[src/rtl/dram_arb_pkg.sv]
// Shared types for the DRAM arbiter: FSM states, op encoding and default widths.
package dram_arb_pkg;

  localparam int DEF_ADDR_W = 8;
  localparam int DEF_DATA_W = 8;

  typedef enum logic [1:0] {
    ST_IDLE    = 2'd0,
    ST_ACCESS  = 2'd1,
    ST_CAPTURE = 2'd2
  } state_t;

  typedef enum logic {
    OP_READ  = 1'b0,
    OP_WRITE = 1'b1
  } op_t;

endpackage

[src/rtl/dram_arbiter_rr_pick.sv]
// Combinational winner picker: round-robin from last_grant+1, or lowest index
// when DRAM_ARB_FIXED_PRIO_EN is defined.
module rr_pick #(
  parameter int NUM_CORES = 2,
  parameter int GW        = (NUM_CORES > 1) ? $clog2(NUM_CORES) : 1
) (
  input  logic [NUM_CORES-1:0] req,
  input  logic [GW-1:0]        last_grant,
  output logic [GW-1:0]        grant,
  output logic                 any_req
);

`ifdef DRAM_ARB_FIXED_PRIO_EN
  logic unused_lg;
  assign unused_lg = ^last_grant;

  always_comb begin
    grant   = '0;
    any_req = |req;
    for (int k = NUM_CORES - 1; k >= 0; k--)
      if (req[k]) grant = GW'(k);
  end
`else
  always_comb begin
    int  idx;
    logic found;
    grant   = '0;
    any_req = |req;
    found   = 1'b0;
    idx     = 0;
    // last_grant <= NUM_CORES-1, so one subtraction is enough for the wrap
    for (int k = 0; k < NUM_CORES; k++) begin
      idx = int'(last_grant) + 1 + k;
      if (idx >= NUM_CORES) idx = idx - NUM_CORES;
      if (!found && req[idx]) begin
        grant = GW'(idx);
        found = 1'b1;
      end
    end
  end
`endif

endmodule

[src/rtl/dram_arbiter.sv]
// N-core arbiter in front of a single-port synchronous DRAM (1-cycle read latency).
// Optional DRAM_ARB_FIXED_PRIO_EN swaps round-robin for fixed lowest-index priority.
module dram_arbiter
  import dram_arb_pkg::*;
#(
  parameter int NUM_CORES = 2,
  parameter int ADDR_W    = DEF_ADDR_W,
  parameter int DATA_W    = DEF_DATA_W
) (
  input  logic                          CLK,
  input  logic                          rst,
  input  logic [NUM_CORES-1:0]          rden,
  input  logic [NUM_CORES-1:0]          wren,
  input  logic [NUM_CORES*ADDR_W-1:0]   Address,
  input  logic [NUM_CORES*DATA_W-1:0]   Din,
  input  logic [DATA_W-1:0]             RAMq,
  output logic [NUM_CORES-1:0]          acq,
  output logic [NUM_CORES*DATA_W-1:0]   Dq,
  output logic [ADDR_W-1:0]             RAMAddress,
  output logic [DATA_W-1:0]             RAMDin,
  output logic                          RAMwren
);

  localparam int GW = (NUM_CORES > 1) ? $clog2(NUM_CORES) : 1;

  state_t state, state_nx;

  logic [NUM_CORES-1:0][ADDR_W-1:0] addr_v;
  logic [NUM_CORES-1:0][DATA_W-1:0] din_v;
  logic [NUM_CORES-1:0][DATA_W-1:0] dq_r;

  logic [GW-1:0]     last_grant, lat_g, pick_g;
  logic              any_req;
  logic [ADDR_W-1:0] lat_addr;
  logic [DATA_W-1:0] lat_din;
  op_t               lat_op;

  assign addr_v = Address;
  assign din_v  = Din;
  assign Dq     = dq_r;

  rr_pick #(.NUM_CORES(NUM_CORES), .GW(GW)) u_pick (
    .req        (rden | wren),
    .last_grant (last_grant),
    .grant      (pick_g),
    .any_req    (any_req)
  );

  // Latched registers only change on the IDLE sample edge, so they double as the
  // hold-last-value DRAM address/data bus.
  assign RAMAddress = lat_addr;
  assign RAMDin     = lat_din;
  assign RAMwren    = (state == ST_ACCESS) && (lat_op == OP_WRITE) && !rst;

  always_comb begin
    state_nx = state;
    case (state)
      ST_IDLE:    if (any_req) state_nx = ST_ACCESS;
      ST_ACCESS:  state_nx = (lat_op == OP_WRITE) ? ST_IDLE : ST_CAPTURE;
      ST_CAPTURE: state_nx = ST_IDLE;
      default:    state_nx = ST_IDLE;
    endcase
  end

  always_ff @(posedge CLK) begin
    if (rst) begin
      state      <= ST_IDLE;
      acq        <= '0;
      dq_r       <= '0;
      last_grant <= GW'(NUM_CORES - 1);
      lat_g      <= '0;
      lat_addr   <= '0;
      lat_din    <= '0;
      lat_op     <= OP_READ;
    end else begin
      state <= state_nx;
      acq   <= '0;
      case (state)
        ST_IDLE: if (any_req) begin
          lat_g      <= pick_g;
          lat_addr   <= addr_v[pick_g];
          lat_din    <= din_v[pick_g];
          lat_op     <= wren[pick_g] ? OP_WRITE : OP_READ;
          last_grant <= pick_g;
        end
        ST_ACCESS: if (lat_op == OP_WRITE) acq[lat_g] <= 1'b1;
        ST_CAPTURE: begin
          dq_r[lat_g] <= RAMq;
          acq[lat_g]  <= 1'b1;
        end
        default: ;
      endcase
    end
  end

endmodule

[config.mk]
export PLATFORM = sky130hd
export DESIGN_NAME = dram_arbiter
export DESIGN_NICKNAME = d
export VERILOG_FILES = /design/src/rtl/dram_arb_pkg.sv /design/src/rtl/dram_arbiter_rr_pick.sv /design/src/rtl/dram_arbiter.sv
export SDC_FILE = /design/constraint.sdc
export NUM_CORES = 1
export LEC_CHECK = 0
export BUFFER_PORTS_ARGS = -buffer_cell sky130_fd_sc_hd__buf_2
export CORE_ASPECT_RATIO = 1.75
export CORE_MARGIN = 4
export CORE_UTILIZATION = 45
export DETAILED_ROUTE_END_ITERATION = 8
export PLACE_DENSITY = 0.82
export SYNTH_ARGS = -nofsm -noshare
export SYNTH_HDL_FRONTEND = slang
export SYNTH_SLANG_ARGS = --single-unit
[constraint.sdc]
create_clock -name CLK -period 1.8 [get_ports CLK]
set_input_delay 0.36 -clock CLK [delete_from_list [all_inputs] [get_ports CLK]]
set_output_delay 0.36 -clock CLK [all_outputs]
set_load 0.05 [all_outputs]
=== Word level (Yosys, flattened, before mapping) ===
Index checks and enable logic that the tools add are counted.

* Add/subtract/negate cells: 4
* Reduce and logical (&&, ||, !) cells: 9
* Bitwise gates (word level): 1
* Order comparisons: 7
* Multiplexer cells: 28
* Equality and inequality tests: 3

{| class="wikitable"
|+ Operators with widths
! cell !! count
|-
| >= comparator 32 x 3 -> 1 bit (second input constant) || 2
|-
| less-than comparator 32 x 3 -> 1 bit (second input constant) || 2
|-
| two-way mux 32 bit || 2
|-
| subtractor 32 x 3 -> 32 bit (second input constant) || 2
|-
| two-way mux 8 bit || 5
|-
| adder 32 x 2 -> 32 bit (second input constant) || 1
|-
| bitwise mux 16 bit || 1
|-
| two-way mux 1 bit || 13
|-
| demux 8 bit (select 1 bit) || 1
|-
| case mux 2 bit (2 select lines) || 2
|-
| two-way mux 2 bit || 3
|-
| logical AND 1 bit || 4
|-
| less-than comparator 1 x 2 -> 1 bit (second input constant) || 2
|-
| adder 1 x 1 -> 2 bit (second input constant) || 1
|-
| == test 2 x 1 -> 1 bit (second input constant) || 1
|-
| == test 2 bit (second input constant) || 1
|-
| logical NOT 1 bit || 2
|-
| logical NOT 2 bit || 1
|-
| != test 2 bit (second input constant) || 1
|-
| OR 2 bit || 1
|-
| AND reduction 2 bit || 1
|-
| OR reduction 2 bit || 1
|-
| demux 1 bit (select 1 bit) || 1
|-
| >= comparator 1 bit (second input constant) || 1
|}

* Register bits: 39
* Output and inout port bits: 35
* Word-level logic and storage cells: 61

=== Logic depth before layout (Yosys ltp) ===
* Word-level depth: 13
* Depth in mapped cells: 7

=== Cells and area by module ===
Synthesis repeated with hierarchy kept, for this count alone.

* Cell total of the unflattened synthesis: 173
* Area total of the unflattened synthesis: 1,729.2 sq um

{| class="wikitable"
|+ By module, submodules not included
! module !! instances !! cells each !! area an instance (sq um)
|-
| dram_arbiter || 1 || 171 || 1,715.4
|-
| rr_pick || 1 || 2 || 13.8
|}

=== Least setup slack after synthesis ===
OpenSTA, ideal clock, no wires.

* Path kind: input to output
* Start point: input rst
* End point: output RAMwren
* Data required time: 1.440 ns
* Setup slack: 0.018 ns
* Arrival time: 1.422 ns
* Cell stages on the path: 3
* Cells stage by stage: clkbuf_1 buf_1 nor2_1

* Word-level cells in the longest chain between the ends: 2

{| class="wikitable"
|+ RTL lines
! element !! RTL line !! source
|-
| from (decl) || dram_arbiter.sv:11 || <nowiki>input logic rst,</nowiki>
|-
| logical NOT 1 bit || dram_arbiter.sv:53 || <nowiki>assign RAMwren = (state == ST_ACCESS) && (lat_op == OP_WRITE) && !rst;</nowiki>
|-
| logical AND 1 bit || dram_arbiter.sv:53 ||
|-
| to (decl) || dram_arbiter.sv:21 || <nowiki>output logic RAMwren</nowiki>
|}

Every way passes these cells.

=== Worst setup path after layout ===
* Start point: register state[1]
* End point: output RAMwren

* Word-level cells in the longest chain between the ends: 3

{| class="wikitable"
|+ RTL lines
! element !! RTL line !! source
|-
| from (decl) || dram_arbiter.sv:26 || <nowiki>state_t state, state_nx;</nowiki>
|-
| from (signal assigned) || dram_arbiter.sv:76 || <nowiki>state <= state_nx;</nowiki>
|-
| == test 2 x 1 -> 1 bit || dram_arbiter.sv:53 ||
|-
| logical AND 1 bit (2 in a row) || dram_arbiter.sv:53 ||
|}

Every way passes these cells.

==> results.py <==
metrics = {
    "outcome": {
        "status": "complete, no violations",
    },
    "cts": {
        "cts_setup_buffers": 0,
        "hold_buffers": 0,
        "cts_buffer_depth": 2,
        "insertion_delay_ns": 0.28,
        "htree_levels": 2,
        "postCtsResizedCells": 0,
        "cts_buffers": 5,
        "cts.sinks": 39,
        "cts_root_buffer": "clkbuf_8",
        "cts_tree": "built",
        "path_clk_slew_ns": 0.07,
    },
    "logic_synthesis": {
        "syn_nets": 244,
        "ys_top_cells_by_area": "dfxtp_1, a311oi_1, nand3_1, nor2_1, o21ai_0",
        "synth_xor_area_share_pct": 0,
        "syn_inst": 195,
        "postSynthAreaPerCell_sq_um": 8.71,
        "synth_top_area_cell": "dfxtp_1",
        "synth_top_family_by_area": "compound AO/OA/AOI/OAI gates",
        "ys_seq_elements": 39,
        "synth.top_cell.area_share_pct": 45.9,
        "synth_fa_ha_area_share_pct": 2.21,
        "synth.distinct_cells": 29,
        "synth_compound_area_share_pct": 21.0,
        "synth-warning-count": 0,
        "muxShareOfSynthArea_pct": 4.71,
        "ys_seq_area_share_pct": 45.9,
        "netlist_area_sq_mm": 0.00170,
        "synth-simple-area-share_pct": 19.7,
    },
    "timing": {
        "max_freq_mhz": 608,
        "finalSetupTns_ns": 0,
        "tightest_slew_ns": 0.545,
        "setup_viol": 0,
        "slew_headroom_pct": 63.3,
        "whs_ns": 0.332,
        "finalCritPeriodShare_pct": 91.3,
        "fin_skew_ns": 0.00422,
        "rsz0062_at_grt": "no",
        "finalHoldViolCount": 0,
        "fin_crit_ns": 1.64,
        "slew_viol_final": 0,
    },
    "critical_path": {
        "worst_path_largest_cell_delay_ns": 0.33,
        "r2r-end": "RAMDin[4]$_SDFFE_PP0P_",
        "cp.arrival_ns": 1.28,
        "crit_path_start": "state[1]$_SDFFE_PP0P_",
        "cp_slowest_cell": "dfxtp_1",
        "cp_num_cells": 5,
        "crit_path_start_kind": "register",
        "crit_type": "register to output pin",
        "ff2ff_setup_slack_ns": 0.32,
        "path_max_fanout": 3,
        "critPathCaptureType": "output pin",
        "reg2regPathDepth": 6,
        "path_cells": "inv_1 > ha_1 > nand2_1 > nor2_1 > buf_2",
        "crit_buf_inv": 2,
        "endpoint": "RAMwren",
        "cp_top_family": "buffers and inverters",
        "required_ns": 1.44,
        "worstReg2RegStart": "state[0]$_SDFFE_PP0P_",
    },
    "place": {
        "placedInstanceArea_sq_mm": 0.00211,
        "io_buffers": 80,
        "dp_hpwl_um": 3200,
        "gp_routability_congestion": 0.774,
    },
    "final_layout": {
        "fin_nets": 322,
        "fillers": 344,
        "syn_to_final_growth_pct": 29.2,
        "antenna_cells": 0,
        "drive_above_1_share_pct": 35.0,
        "design_area_sq_mm": 0.00220,
    },
    "floorplanning": {
        "die_width_um": 54.5,
        "rows": 29,
        "die_height_um": 89.3,
        "start_util_pct": 46.8,
        "core_area_sq_mm": 0.00363,
        "io_pins": 81,
        "dieArea_sq_mm": 0.00486,
    },
    "flow_run": {
        "maxCapViolations": 0,
    },
    "detailed_routing": {
        "via_count": 1727,
        "drt_wl_total_um": 4300,
        "wire_per_inst_um": 13.4,
        "firstDrtPassIters": 4,
        "avgViaCountPerCell": 5.40,
        "dr.first_iter.drc_count": 28,
        "ant_nets": 0,
        "drc": 0,
    },
    "power": {
        "power.density_mw_per_mm2": 986,
        "max-vdd-ir-drop_mv": 0.865,
        "p_leak_uw": 0.00104,
    },
    "global_route": {
        "grt_max_degree": 40,
        "grt_pass1_vias": 1661,
        "grt_pass1_wl_um": 6840,
        "grtUsageTotal_pct": 19.0,
        "antenna_found_initial": 0,
        "overflow": 0,
    },
    "hold_path": {
        "min_path_cells": 3,
        "min_path_type": "input port to register",
    },
}
[cells in the mapped netlist, drive strengths merged]
master,count
a211o,1
a21oi,13
a311oi,16
a31oi,2
buf,9
clkbuf,7
dfxtp,39
ha,3
inv,4
mux2i,8
nand2,10
nand2b,5
nand3,26
nor2,26
nor2b,1
nor4,1
nor4b,1
nor4bb,1
o21a,1
o21ai,18
o221a,1
o41a,1
or2,1
[area by class of cell]
cell class                 count  area [sq um]  area share, %
timing repair buffer          87           453           20.6
clock buffer                   7          76.3           3.48
sequential                    39           781           35.6
tap                           46          57.6           2.62
inverter                       4          15.0          0.684
multi-input combinational    136           808           36.8
clock inverter                 1          5.00          0.228
[sequential cells by signal (all words and copies together), names as in the netlist]
| signal | cells |
|---|---|
| lat_op | 1 |
| RAMDin | 8 |
| lat_g | 1 |
| acq | 2 |
| RAMAddress | 8 |
| state | 2 |
| last_grant | 1 |
| Dq | 16 |
[worst min path at each step]
stage,start,end,slack (ns)
2_1_floorplan,lat_g$_SDFFE_PP0P_,lat_g$_SDFFE_PP0P_,0.47
3_3_place_gp,Dq[14]$_SDFFE_PP0P_,Dq[14]$_SDFFE_PP0P_,0.44
3_5_place_dp,Dq[9]$_SDFFE_PP0P_,Dq[9]$_SDFFE_PP0P_,0.45
4_1_cts,RAMq[0],Dq[0]$_SDFFE_PP0P_,0.32
5_1_grt,RAMq[3],Dq[3]$_SDFFE_PP0P_,0.33
6_report,RAMq[5],Dq[5]$_SDFFE_PP0P_,0.33
[kinds of logic (layout without fill, tap and decap cells)]
kind of cell	Yosys count	count (layout)
muxes	8	8
adders and majority gates	3	3
DFF	39	39
AOI/OAI and AO/OA	53	53
and+or+nand+nor	72	72
buffers and inverters	20	99
[per-layer routing]
layer,GRT usage [%],wire length [um],share of wire (%)
met4,6.35,51,1.2
met3,5.84,359,8.3
met1,17.8,1550,36
met2,36.5,2340,54
met5,0,0,0
[worst reg2reg max path: cells and delay by family, from the launching register on]
kind | cells | cell delay (ns)
DFF | 1 | 0.31
adders and majority gates | 1 | 0.19
and+or+nand+nor | 1 | 0.08
AOI/OAI and AO/OA | 2 | 0.39
buffers and inverters | 2 | 0.42
[layout by cell type, fill, tap and decap left out, types with 2 or more instances in the layout]
cell,count
buf_2,80
dfxtp_1,39
nor2_1,26
nand3_1,26
o21ai_0,17
a311oi_1,15
a21oi_1,13
nand2_1,10
mux2i_1,8
buf_4,7
nand2b_1,5
clkbuf_8,5
inv_1,4
ha_1,3
a31oi_1,2
clkbuf_1,2
[where the power goes]
group          total, uW  internal, uW  switching (uW)
Clock                548           272             276
Combinational        639           195             445
Sequential           978           938            39.3
Total               2160          1400             760
[metrics by stage]
| step | util [%] | std cells | setup WS [ns] | total power, uW |
|---|---|---|---|---|
| 5_1_grt | 60.5 | 320 | 0.0388 | 2290 |
| 3_3_place_gp | 58.3 | 312 | 0.296 | 1630 |
| 3_5_place_dp | 58.3 | 312 | 0.279 | 1640 |
| 6_report | 60.5 | 320 | 0.156 | 2160 |
| 2_1_floorplan | - | 195 | 0.0178 | 1480 |
| 4_1_cts | 60.5 | 320 | 0.118 | 2190 |
Note: power is estimated with default switching activity, not from simulation.
